## config.mk

```make
export PLATFORM = sky130hd
export DESIGN_NAME = tensor_alu_seq
export DESIGN_NICKNAME = d
export VERILOG_FILES = /design/src/rtl/tensor_alu_seq.sv
export SDC_FILE = /design/constraint.sdc
export NUM_CORES = 1
export LEC_CHECK = 0
export ABC_CLOCK_PERIOD_IN_PS = 3700
export CORE_AREA = 2 2 118 120
export CTS_CLUSTER_SIZE = 16
export DETAILED_ROUTE_END_ITERATION = 10
export DIE_AREA = 0 0 120 122
export PLACE_DENSITY = 0.84
export SETUP_SLACK_MARGIN = 0.2
export SYNTH_ARGS = -nofsm -noshare
export SYNTH_HDL_FRONTEND = slang
export SYNTH_SLANG_ARGS = --single-unit
```

## constraint.sdc

```tcl
create_clock -name clock -period 3.7 [get_ports clock]
set_input_delay 0.74 -clock clock [delete_from_list [all_inputs] [get_ports clock]]
set_output_delay 0.74 -clock clock [all_outputs]
set_load 0.1 [all_outputs]
```

## src/rtl/tensor_alu_seq.sv

```systemverilog
// ============================================================================
// Module      : tensor_alu_seq
// Description : Command sequencer that streams scratchpad operands through the
//               element ALU and writes each result back one cycle later.
// Revision    : 1.0 - initial release
// ============================================================================
`default_nettype none

module tensor_alu_seq #(
   parameter int AW    = 10,
   parameter int LEN_W = 16
) (
   input  logic             clock,
   input  logic             reset_n,
   input  logic             io_cmd_valid,
   output logic             io_cmd_ready,
   input  logic [2:0]       io_cmd_opcode,
   input  logic [LEN_W-1:0] io_cmd_len,
   input  logic [AW-1:0]    io_cmd_dst,
   input  logic [AW-1:0]    io_cmd_src,
   input  logic             io_cmd_use_imm,
   input  logic [31:0]      io_cmd_imm,
   output logic             io_rd_en,
   output logic [AW-1:0]    io_rd_addr_a,
   output logic [AW-1:0]    io_rd_addr_b,
   input  logic [31:0]      io_rd_data_a,
   input  logic [31:0]      io_rd_data_b,
   output logic [2:0]       io_alu_opcode,
   output logic [31:0]      io_alu_a,
   output logic [31:0]      io_alu_b,
   input  logic [31:0]      io_alu_y,
   output logic             io_wr_en,
   output logic [AW-1:0]    io_wr_addr,
   output logic [31:0]      io_wr_data,
   output logic             io_busy,
   output logic             io_done
);

   typedef enum logic [1:0] {
      S_IDLE  = 2'd0,
      S_RUN   = 2'd1,
      S_DRAIN = 2'd2,
      S_DONE  = 2'd3
   } state_t;

   state_t           r_state;
   state_t           w_state_nxt;

   logic [2:0]       r_op;
   logic             r_use_imm;
   logic [31:0]      r_imm;
   logic [LEN_W-1:0] r_remain;
   logic [AW-1:0]    r_addr_a;
   logic [AW-1:0]    r_addr_b;
   logic             r_wr_valid;
   logic [AW-1:0]    r_wr_addr;

   logic             w_accept;
   logic             w_last;

   assign w_accept = io_cmd_valid && (r_state == S_IDLE);
   assign w_last   = (r_remain == LEN_W'(1));

   always_ff @(posedge clock or negedge reset_n) begin
      if (!reset_n) begin
         r_state <= S_IDLE;
      end else begin
         r_state <= w_state_nxt;
      end
   end

   always_comb begin
      w_state_nxt  = r_state;
      io_cmd_ready = 1'b0;
      io_busy      = 1'b1;
      io_done      = 1'b0;
      io_rd_en     = 1'b0;
      case (r_state)
         S_IDLE: begin
            io_cmd_ready = 1'b1;
            io_busy      = 1'b0;
            if (io_cmd_valid) begin
               w_state_nxt = (io_cmd_len == '0) ? S_DONE : S_RUN;
            end
         end
         S_RUN: begin
            io_rd_en = 1'b1;
            if (w_last) begin
               w_state_nxt = S_DRAIN;
            end
         end
         S_DRAIN: begin
            w_state_nxt = S_DONE;
         end
         S_DONE: begin
            io_done     = 1'b1;
            w_state_nxt = S_IDLE;
         end
         default: begin
            w_state_nxt = S_IDLE;
         end
      endcase
   end

   // Read stage walks the two address streams; the write stage trails it by
   // exactly one cycle so the scratchpad read data lines up with wr_addr.
   always_ff @(posedge clock or negedge reset_n) begin
      if (!reset_n) begin
         r_op       <= '0;
         r_use_imm  <= 1'b0;
         r_imm      <= '0;
         r_remain   <= '0;
         r_addr_a   <= '0;
         r_addr_b   <= '0;
         r_wr_valid <= 1'b0;
         r_wr_addr  <= '0;
      end else begin
         if (w_accept) begin
            r_op      <= io_cmd_opcode;
            r_use_imm <= io_cmd_use_imm;
            r_imm     <= io_cmd_imm;
            r_remain  <= io_cmd_len;
            r_addr_a  <= io_cmd_dst;
            r_addr_b  <= io_cmd_src;
         end else if (io_rd_en) begin
            r_remain  <= r_remain - LEN_W'(1);
            r_addr_a  <= r_addr_a + AW'(1);
            r_addr_b  <= r_addr_b + AW'(1);
         end
         r_wr_valid <= io_rd_en;
         if (io_rd_en) begin
            r_wr_addr <= r_addr_a;
         end
      end
   end

   assign io_rd_addr_a  = r_addr_a;
   assign io_rd_addr_b  = r_addr_b;
   assign io_wr_en      = r_wr_valid;
   assign io_wr_addr    = r_wr_addr;
   assign io_alu_opcode = (r_state == S_IDLE) ? 3'd0 : r_op;
   assign io_alu_a      = r_wr_valid ? io_rd_data_a : 32'd0;
   assign io_alu_b      = r_wr_valid ? (r_use_imm ? r_imm : io_rd_data_b) : 32'd0;
   assign io_wr_data    = io_alu_y;

endmodule

`default_nettype wire

```

# After elaboration in Yosys (flattened, before gate mapping)
# Index checks and enable logic that the tools add are counted.
word_totals:
  register_bits: 85
  input_bits: 171
  word_cells: 41
classes:
  n_reduce_logical: 5
  muxes: 18
  n_eq_ne: 6
  addsub: 3
op_table:
  columns: ["cell", "n"]
  rows:
  - ["$mux W32", 3]
  - ["$mux W10", 4]
  - ["$mux W16", 2]
  - ["$add A10 B1 Y10 const B", 2]
  - ["$eq A16 B1 Y1 const B", 1]
  - ["$logic_not A16 Y1", 1]
  - ["$sub A16 B1 Y16 const B", 1]
  - ["$pmux W2 S4", 1]
  - ["$mux W2", 3]
  - ["$eq A2 B2 Y1 const B", 2]
  - ["$mux W1", 4]
  - ["$ne A2 B2 Y1 const B", 2]
  - ["$mux W3", 1]
  - ["$eq A2 B1 Y1 const B", 1]
  - ["$logic_not A2 Y1", 1]
  - ["$reduce_and A2 Y1", 1]
  - ["$reduce_bool A2 Y1", 1]
  - ["$logic_and A1 B1 Y1", 1]

# Depth between registers and ports, before layout
logic_depth:
  depth_word: 4
  mapped_depth: 8

# Least setup slack after synthesis
# No wires, ideal clock.
synth_timing:
  path_type: "register -> output"
  startpoint: "register r_wr_valid (netlist: io_wr_en)"
  endpoint: "output port io_alu_b[10]"
  arrival_time_ps: 2797
  path_stages_with_launch: 4
  setup_slack_ps: 163
  path_cell_list: "dfrtp_1 clkbuf_1 clkbuf_1 nor2b_1"
synth_between:
  elab_chain_cells: 1
synth_lines:
  columns: ["element", "line", "rtl"]
  rows:
  - ["start, declared", "55", "logic r_wr_valid;"]
  - ["start signal, assigned", "130", "r_wr_valid <= io_rd_en;"]
  - ["$mux W32", "143", "assign io_alu_b = r_wr_valid ? (r_use_imm ? r_imm : io_rd_data_b) : 32'd0;"]
  - ["end, declared", "30", "output logic [31:0] io_alu_b,"]
# Every way passes these cells.

# Worst setup path after layout
layout_timing:
  startpoint: "register r_state[1]"
  endpoint: "output port io_done"
layout_between:
  elab_chain_cells: 2
layout_lines:
  columns: ["element", "line", "rtl"]
  rows:
  - ["start, declared", "46", "state_t r_state;"]
  - ["start signal, assigned", "68", "r_state <= w_state_nxt;"]
  - ["$eq A2 B2 Y1", "78", "case (r_state)"]
  - ["$mux W1", "78", null]
  - ["end, declared", "36", "output logic io_done"]
# Every way passes these cells.

==> metrics list <==
- Run status: complete, no violations
- Data arrival at the endpoint of the critical path: 2.07 ns
- TritonCTS clock tree: built
* Max Slew Vio Count: 0
* Proportion of layout cells with a drive suffix above 1: 18.2%
- Clock-pin slew was measured on the worst setup and hold paths at 0.06 ns.
- CP Data Required Time: 2.96 ns
- Count of fill cells added during filler insertion: 1244
- Static leakage: 3.22 nW
* Height of the die: 122 µm
- After global routing the overflow that remains totals 0.
* Leading post-synthesis cells by cell area: sky130_fd_sc_hd__dfrtp_1, sky130_fd_sc_hd__nand2_1, sky130_fd_sc_hd__mux2i_1
- For this run, the number of Yosys warnings is 0.
- With fillers left out, the area of the finished cells amounts to 0.00745 mm².
* Via count of the first global-routing pass: 4351
- The worst setup path is launched from a flop.
* Library cell occupying the most area in the post-synthesis netlist: sky130_fd_sc_hd__dfrtp_1
- The cell count after synthesis came out at 553.
* Vias after detailed routing: 4429
- Predominant post-synthesis flop cell: sky130_fd_sc_hd__dfrtp_1
* Length of the first detailed-routing pass in iterations: 7
* Number of buffers inserted for hold repair after clock tree synthesis: 0
- The cell sitting at the root of the clock tree is a sky130_fd_sc_hd__clkbuf_16.
- Total setup buffers inserted after CTS: 0
* Wire per inst: 15.2 µm
* Worst reg2reg setup slack: 1.43 ns
- Most common cell in the synthesized netlist: sky130_fd_sc_hd__nand2_1
- Measured against its own limit, the worst slew margin works out to 31.4%.
- The first global-routing pass estimated 22200 µm of wire.
- After synthesis the cells add up to 0.00490 mm².
- Worst Path Class, Setup: flop to primary output
- Horizontal die dimension: 120 µm
* Starting DRT DRC Count: 145
* Part of the cycle the worst path needs: 76.0%
- Initial antenna violation count: 0
- Mean number of vias per cell: 4.75
- Syn_area_per_cell: 8.86 µm²
- Total number of placement rows: 43
- Global placement routability congestion: 0.837
* Number of levels the H-tree was split into: 3
- Timing-limited maximum frequency: 356 MHz
- Antenna cells: 0
* Floorplan die area: 0.0146 mm²
- Setup crit end kind: primary output
- In the synthesized netlist the async set-or-reset flop fraction comes to 100%.
- Maximum fanout encountered on the critical timing path: 4
* Number of antenna-violating nets in the routed design: 0
- Number of flip-flops and latches in the synthesized netlist: 85
- In the routed design, unresolved DRC markers number 0.
- In this run the tool buffered the top-level ports with 240 buffer cells.
- Net Count, Synth: 732
- Largest net degree at the start of global routing: 82
- Post-route setup TNS: 0 ns
- Worst Setup Slack, final: 0.887 ns
* Most used standard cells in the synthesized netlist: sky130_fd_sc_hd__nand2_1, sky130_fd_sc_hd__dfrtp_1, sky130_fd_sc_hd__nor2b_1, sky130_fd_sc_hd__o21ai_0
* Max-cap violations: 0
- Buffers from clock root to sink, at most: 2
- The area growth from synthesis to layout is 51.9%.
* Clk sink count: 85
- After synthesis, flip-flops and latches occupy 43.4% of the total area.
- The later pin in the worst-skew pair is clocked with a latency of 0.34 ns.
- Buffers inserted during clock tree synthesis total 9.
* Core ar.: 0.0135 mm²
- Worst slew pin tran: 1.03 ns
- Top-Level Pins: 305
* Power density cells: 329 mW/mm²
- Worst slack after detailed placement: 1.22 ns
- Layout Skew: 0.00771 ns
* Number of failing hold endpoints at the final stage: 0
- RSZ-0062 raised after global routing: false
* Reg2Reg Depth: 6
* Count of endpoints failing setup in the final report: 0
- Summing all placed instances gives a cell area of 0.00713 mm².
- Post-cts repair resize count: 0
- Time the final worst path needs with I/O delays and setup: 2.81 ns
* Post-synth cell types: 37
- Net count of the finished layout: 927
- Total global-route track usage: 19.2%
* Max VDD drop: 0.319 mV
- Of the post-synthesis cell area, the dominant cell type holds 43.4%.
- Detailed placement finished with a half-perimeter wire length of 10600 µm.
- After detailed routing, the total wire length is 14200 µm.
- Starting density of the core: 36.3%
- In this run, synthesis inferred 0 flip-flops with an integrated enable.
- The tightest min-delay check is of the input port to async pin type.
## cell type report
cell class                 instances  area, µm²  area share, %
multi-input combinational        400       2470           33.2
timing repair buffer             246       2280           30.6
sequential                        85       2130           28.6
clock buffer                      12        246           3.31
tap                              180        225           3.02
clock inverter                     4       72.6          0.975
inverter                           6       22.5          0.302
## final timing paths
path                                         from                        to
max                        r_state[1]$_DFFE_PN0P_                   io_done
min                                       reset_n   r_remain[2]$_DFFE_PN0P_
max reg2reg                r_state[1]$_DFFE_PN0P_  r_remain[14]$_DFFE_PN0P_
min reg2reg                   r_op[2]$_DFFE_PN0P_       r_op[2]$_DFFE_PN0P_
max in group asynchronous                 reset_n     r_imm[21]$_DFFE_PN0P_
min in group clock            r_op[2]$_DFFE_PN0P_       r_op[2]$_DFFE_PN0P_
## flip-flops by register name, indices dropped and copies added (netlist names)
| signal | count |
|---|---|
| r_imm | 32 |
| r_remain | 16 |
| io_rd_addr_a | 10 |
| io_rd_addr_b | 10 |
| io_wr_addr | 10 |
| r_op | 3 |
| r_state | 2 |
| io_wr_en | 1 |
| r_use_imm | 1 |
## where the power goes
part / leakage, nW / internal, mW / switching (mW)
combinational: 2.00 / 0.197 / 0.343
clock: 0.153 / 0.610 / 0.371
sequential: 1.07 / 0.929 / 0
total: 3.22 / 1.74 / 0.715
## metal layers
| layer | track usage, % | up-vias | wire [µm] |
|---|---|---|---|
| met5 | 0 | - | 0 |
| met4 | 6.03 | 0 | 227 |
| met3 | 6.09 | 17 | 1180 |
| met2 | 33.6 | 175 | 6960 |
| met1 | 22.4 | 2055 | 5790 |
| li1 | - | 2182 | - |
## cell usage in the layout (no fill, tap or decap), drive strengths merged
cell type / count
clkinv: 1
dfrtp: 85
o31ai: 3
or4: 5
and4: 3
xor2: 14
mux2: 10
clkinvlp: 1
or4b: 1
nor4b: 1
nand4b: 1
inv: 6
nor3b: 1
bufinv: 2
buf: 78
nor2b: 36
ha: 8
nand4bb: 1
or2: 2
mux2i: 34
o211ai: 1
clkbuf: 12
nor3: 4
xnor2: 14
a32o: 1
a22o: 1
and3: 3
nand3: 8
nand4: 3
o41ai: 1
and2: 34
a22oi: 1
nand2: 148
nor2: 9
a31oi: 5
clkdlybuf4s50: 168
o21ai: 36
nor4: 7
or3: 4
## cells by family after synthesis
logic type	after synthesis	share of synthesized area (%)
AND/OR/NAND/NOR	271	27.0
AO/OA/AOI/OAI	49	5.64
multiplexers	44	9.24
flip-flops	85	43.4
buffers and inverters	68	7.66
XOR/XNOR	28	5.00
adder cells (fa/ha/maj)	8	2.04
## through the flow
step           util [%]  hold slack, ns  instances  power [mW]
4_1_cts            55.1           0.371        933        2.48
5_1_grt            55.1           0.393        933        2.54
3_3_place_gp       52.8           0.449        917        1.49
3_5_place_dp       52.8           0.454        917        1.49
2_1_floorplan         -           0.438        553        1.42
6_report           55.1           0.367        933        2.45
## critical path: stages (launching register included)
cell and delay (ns):
sky130_fd_sc_hd__dfrtp_1 0.40, sky130_fd_sc_hd__ha_1 0.20, sky130_fd_sc_hd__clkdlybuf4s50_1 1.14
(Power assumes the default switching activity.)
